File: src/rtl/cr_kme_beat_packer.sv
// Packs BEATS consecutive IN_W-bit beats into one FIFO entry for the KME staging FIFO.
// Entries closed early by end-of-packet are zero-padded; writes are held off while the FIFO stalls.

module cr_kme_beat_slot #(
    parameter int IN_W = 32
) (
    input  logic            clk,
    input  logic            rst,
    input  logic            load,
    input  logic            clear,
    input  logic [IN_W-1:0] din,
    output logic [IN_W-1:0] q
);
    always_ff @(posedge clk) begin
        if (rst || clear) q <= '0;
        else if (load)    q <= din;
    end
endmodule

module cr_kme_beat_packer #(
    parameter int IN_W  = 32,
    parameter int BEATS = 3,
    parameter int CNT_W = 16,
    parameter int OUT_W = IN_W * BEATS
) (
    input  logic             clk,
    input  logic             rst,
    input  logic [IN_W-1:0]  in_data,
    input  logic             in_valid,
    input  logic             in_eop,
    output logic             in_ready,
    output logic [OUT_W-1:0] fifo_in,
    output logic             fifo_in_valid,
    input  logic             fifo_in_stall,
    output logic             busy,
    output logic [CNT_W-1:0] entry_cnt,
    output logic [CNT_W-1:0] pad_cnt
);
    localparam int IDX_W = (BEATS > 1) ? $clog2(BEATS) : 1;
    localparam logic [IDX_W-1:0] LAST = IDX_W'(BEATS - 1);

    logic [IDX_W-1:0]             idx;
    logic [BEATS-1:0][IN_W-1:0]   acc;
    logic [BEATS-1:0][IN_W-1:0]   merged;
    logic [OUT_W-1:0]             out_reg;
    logic                         out_valid;
    logic                         accept, close, drain;

    assign in_ready      = !(out_valid && fifo_in_stall);
    // Gated by rst so a pending entry is dropped rather than written during reset.
    assign fifo_in_valid = out_valid && !fifo_in_stall && !rst;
    assign fifo_in       = out_reg;
    assign busy          = (idx != '0) || out_valid;

    assign accept = in_valid && in_ready;
    assign close  = accept && ((idx == LAST) || in_eop);
    assign drain  = fifo_in_valid;

    // One holding slot per beat position; the closing beat bypasses its slot into out_reg.
    for (genvar i = 0; i < BEATS; i++) begin : g_slot
        cr_kme_beat_slot #(.IN_W(IN_W)) u_slot (
            .clk   (clk),
            .rst   (rst),
            .load  (accept && !close && (idx == IDX_W'(i))),
            .clear (close),
            .din   (in_data),
            .q     (acc[i])
        );

        always_comb begin
            merged[i] = '0;
            if (idx == IDX_W'(i))      merged[i] = in_data;
            else if (IDX_W'(i) < idx)  merged[i] = acc[i];
        end
    end

    always_ff @(posedge clk) begin
        if (rst) begin
            idx       <= '0;
            out_valid <= 1'b0;
            out_reg   <= '0;
            entry_cnt <= '0;
            pad_cnt   <= '0;
        end else begin
            if (close) begin
                idx       <= '0;
                out_reg   <= merged;
                out_valid <= 1'b1;
                if (in_eop && (idx != LAST)) pad_cnt <= pad_cnt + 1'b1;
            end else begin
                if (accept) idx <= idx + 1'b1;
                if (drain)  out_valid <= 1'b0;
            end
            if (drain) entry_cnt <= entry_cnt + 1'b1;
        end
    end
endmodule

File: config.mk
export PLATFORM = sky130hd
export DESIGN_NAME = cr_kme_beat_packer
export DESIGN_NICKNAME = d
export VERILOG_FILES = /design/src/rtl/cr_kme_beat_packer.sv
export SDC_FILE = /design/constraint.sdc
export NUM_CORES = 1
export LEC_CHECK = 0
export CAP_MARGIN = 20
export CORE_MARGIN = 4
export CORE_UTILIZATION = 48
export CTS_CLUSTER_DIAMETER = 150
export CTS_CLUSTER_SIZE = 12
export DETAILED_ROUTE_END_ITERATION = 10
export PLACE_DENSITY_LB_ADDON = 0.2
export SLEW_MARGIN = 0
export SYNTH_ARGS = -nofsm -noshare
export SYNTH_HDL_FRONTEND = slang
export SYNTH_SLANG_ARGS = --single-unit
File: constraint.sdc
create_clock -name clk -period 6.2 [get_ports clk]
set_input_delay 0.62 -clock clk [delete_from_list [all_inputs] [get_ports clk]]
set_output_delay 0.62 -clock clk [all_outputs]
set_load 0.02 [all_outputs]
Word level (Yosys, flattened, before mapping)
Cells that the tools add are included.
{"block": "word_totals", "register_bits": 227, "input_bits": 37, "out_inout_bits": 131, "word_cells": 47}
{"block": "op_classes", "addsub": 3, "n_lt_le_gt_ge": 3, "eq_ne": 3, "mux": 8, "reduce_logical": 22}
{"operator": "$mux W32", "count": 6}
{"operator": "$add A16 B1 Y16 const B", "count": 2}
{"operator": "$logic_and A1 B1 Y1", "count": 10}
{"operator": "$logic_not A1 Y1", "count": 4}
{"operator": "$lt A1 B2 Y1 const A", "count": 2}
{"operator": "$reduce_bool A2 Y1", "count": 2}
{"operator": "$logic_or A1 B1 Y1", "count": 3}
{"operator": "$add A2 B1 Y2 const B", "count": 1}
{"operator": "$eq A2 B1 Y1 const B", "count": 1}
{"operator": "$eq A2 B2 Y1 const B", "count": 1}
{"operator": "$logic_not A2 Y1", "count": 1}
{"operator": "$lt A2 B2 Y1 const A", "count": 1}
{"operator": "$mux W1", "count": 2}
{"operator": "$ne A2 B2 Y1 const B", "count": 1}
{"operator": "$reduce_and A2 Y1", "count": 1}
{"operator": "$reduce_or A2 Y1", "count": 1}

Logic depth before layout (Yosys ltp)
{"block": "depth", "depth_word": 7, "mapped_depth": 10, "mapped_depth_nobuf": 6}

Hierarchy
Synthesis repeated with hierarchy kept, for this count alone.
{"block": "hier_totals", "cells_unflattened": 947, "area_unflattened_um2": 9093.7}
{"mod": "cr_kme_beat_packer", "instances": 1, "cells_per_inst": 632, "area_per_inst_um2": 5625.4, "seq_area_each_um2": 2622.5}
{"mod": "cr_kme_beat_slot", "instances": 3, "cells_per_inst": 105, "area_per_inst_um2": 1156.1, "seq_area_each_um2": 640.6}

Worst setup path before layout
No wires, ideal clock.
{"block": "synth_path", "path_type": "register -> output", "from": "reg idx[1]", "to": "out busy", "arrival_time_ns": 1.852, "required_ns": 5.580, "path_slack_ns": 3.728, "stages_incl_launch_ff": 8, "cell_sequence": "dfxtp_1 > clkbuf_1 > clkbuf_1 > inv_1 > ha_1 > clkbuf_1 > clkbuf_1 > nand2b_1"}
{"block": "synth_via", "elab_chain_len": 2}
{"item": "start, declared", "line": "42", "text": "logic [IDX_W-1:0] idx;"}
{"item": "start signal, assigned", "line": "91", "text": "if (accept) idx <= idx + 1'b1;"}
{"item": "$reduce_bool A2 Y1", "line": "53", "text": "assign busy = (idx != '0) || out_valid;"}
{"item": "$logic_or A1 B1 Y1", "line": "53"}
{"item": "end, declared", "line": "35", "text": "output logic busy,"}
Every way passes these cells.

Worst setup path after layout
{"block": "layout_path", "from": "reg idx[0]", "to": "reg out_reg[5] (netlist: fifo_in[5])"}
{"block": "layout_via", "elab_chain_len": 3, "word_cells_on_any_way": 7, "cone_classes": "order compare (1); eq/ne (1); mux (2); reduce/logical (3)"}
{"item": "$lt A1 B2 Y1 or $eq A2 B2 Y1 (tied branches)", "line": "73, 56"}
{"item": "$mux W32 or $logic_or A1 B1 Y1 (tied branches)", "line": "73, 56"}
{"item": "$mux W32 or $logic_and A1 B1 Y1 (tied branches)", "line": "72, 56"}
{"item": "end signal, assigned", "line": "87", "text": "out_reg <= merged;"}
{"item": "end, declared", "line": "45", "text": "logic [OUT_W-1:0] out_reg;"}
Parallel ways exist; a longest one is shown, timed or not.
A chain may end at the register's enable or synchronous reset.

==> reports/metrics.csv <==
metric,value,unit
syn_inst,1083,
overflow,0,
htreeDepth,1,
post-place-ws,2.59,ns
routed_via_density,5.47,
clock-sinks,227,
fin_area,0.0113,mm2
yosysSeqAreaShare,50.4,%
synth_commonest_cells,"dfxtp_1 (227), nand2_1 (170), nor2_1 (151)",
wl,24.4,mm
synth_top_family_by_area,simple AND/OR/NAND/NOR gates,
synthDistinctLibCells,35,
setup_ws,2.56,ns
cts_tree,built,
setup_viol,0,
synth_top_area_cell,dfxtp_1,
cts-resized-gates,0,
finalSetupTns,0,ns
ir_worst_vdd,176,uV
tightest_slew,1.01,ns
cts_setup_buffers,0,
hold-worst-slack,0.451,ns
syn-mean-instance-area,8.33,um2
worstHoldPathCells,2,
start_util,49.5,%
synth_xor_area_share,1.46,%
fin_skew,0.0120,ns
layout.cells.non_filler,1426,
grt_pass1_wl,40.3,mm
insertion_delay,0.50,ns
status,finished clean,
synth_edf_count,0,
coreArea,0.0182,mm2
wl_per_cell,17.1,um
maxCapViolCount,0,
muxShareOfSynthArea,4.15,%
yosysWarnings,0,
ant_nets,0,
num_vias,7800,
relSlewSlack,32.3,%
clk_pin_slew_worst_paths,0.06,ns
p_sw_share,26.1,%
start_kind,flop,
synth_adder_area_share,0.832,%
tritoncts.num_buffers,22,
hold_class,reg2reg,
grt_max_degree,71,
reg2reg_depth,7,
synth_area,0.00902,mm2
critPathArrivalTime,4.04,ns
ys_seq_elements,227,
power,3.18,mW
port-buffer-count,167,
powerDensity,281,mW/mm2
rsz0062_at_grt,false,
crit_path_end_kind,flop,
grt_antenna_before_repair,0,
antenna_cells,0,
path_class,reg2reg,
placed_area,0.0108,mm2
die_w,145,um
grt_usage,22.5,%
p_int,2.35,mW
synth_top_area_share,50.4,%
cts_hold_buf,0,
clkPwrFrac,36.7,%
ios,168,
fmax,275,MHz
grt_pass1_vias,7358,
fin_crit_sh,58.7,%
root_buffer,clkbuf_16,
fillers,1566,
die_h,145,um
finalMaxSlewViolations,0,
areaGrowthSynthToFinish,25.6,%
drt_iter0_markers,505,
die_area,0.0211,mm2
critPathRequiredTime,6.60,ns
hold_viol_final,0,
route.detailed.drc,0,
drive_above_1_share,4.18,%
comb_power_share,14.5,%
synth-simple-area-share,25.4,%
synth_fp_nets,1126,
async_flop_share,0,%
p_sw,0.830,mW
min_period,3.64,ns
yosysMostFrequentCell,dfxtp_1,
hpwl,15.5,mm
synthTopCellsByArea,"dfxtp_1 (50%), a211oi_1 (8.0%), nand2_1 (7.1%), nor2_1 (6.3%), a21oi_1 (4.4%)",
p_leak,4.15,nW
synth_compound_area_share,13.4,%
dp.cells,1402,
std_cell_rows,49,
utilization,62.2,%
clockBufferDepth,3,
num-nets-final,1240,
synth_top_flop_cell,dfxtp_1,
gp_congestion,0.787,
pwr-share-seq,48.8,%
first_pass_iters,5,
crit_path_max_fanout,63,
[kinds of logic after synthesis]
family	Yosys count
flip-flops	227
AND/OR/NAND/NOR	506
adder cells (fa/ha/maj)	6
XOR/XNOR	15
multiplexers	37
AO/OA/AOI/OAI	192
buffers and inverters	100
[cells in the final DEF, fill, tap and decap left out, types with 3 or more instances in the layout]
cell type	instances
and3_1	32
clkdlybuf4s50_1	166
a211oi_1	96
and2_1	33
ha_1	3
nand3_1	10
a21oi_1	79
clkbuf_16	23
xor2_1	3
nor3_1	68
inv_1	11
or3_1	12
dfxtp_1	227
xnor2_1	12
and4_1	4
nand2b_1	3
nor2b_1	3
nand4_1	8
nand2_1	170
nor2_1	150
or4_1	3
buf_4	13
mux2i_1	34
ha_2	3
mux2_2	3
o21ai_0	12
nor4_1	3
[worst paths after layout]
| path | slack, ns | from | to |
|---|---|---|---|
| setup / recovery | 2.56 | idx[0] | fifo_in[5] |
| hold / removal | 0.45 | g_slot[0].u_slot.q[28] | g_slot[0].u_slot.q[28] |
| setup reg to reg | 2.56 | idx[0] | fifo_in[5] |
| hold reg to reg | 0.45 | g_slot[0].u_slot.q[28] | g_slot[0].u_slot.q[28] |
[per-layer routing]
metal / wire, um / global-route usage [%] / vias to the layer above
li1: - / - / 3928
met2: 10800 / 35.0 / 256
met3: 1510 / 4.08 / 42
met4: 497 / 5.22 / 0
met5: 0 / 0 / -
met1: 11600 / 32.8 / 3574
[layout make-up]
cell class	instances	area, um2	area share [%]
repair buffers	179	1760	15.5
clock buffers	24	579	5.11
well taps	229	287	2.53
multi-input cells	756	4120	36.4
inverters	11	41.3	0.364
flip-flops and latches	227	4540	40.1
[flip-flops by register name, indices dropped and copies added, names as in the netlist]
name and count:
idx 2, g_slot.u_slot.q 96, out_valid 1, pad_cnt 16
fifo_in 96, entry_cnt 16
[worst max-delay path, stage by stage (launching register included)]
cell	delay [ns]
dfxtp_1	0.35
inv_1	0.11
ha_2	0.73
inv_1	0.71
a21oi_4	0.64
buf_4	0.62
nor2_1	0.10
a211oi_1	0.24
[power groups by stage]
stage                     Sequential (mW)  Combinational [mW]  Clock [mW]
after floorplan                      1.64               0.207           0
after global placement               1.59               0.457           0
after detailed placement             1.59               0.461           0
after CTS                            1.56               0.463        1.19
after global routing                 1.56               0.500        1.25
final                                1.56               0.462        1.17
(Power assumes the default switching activity.)
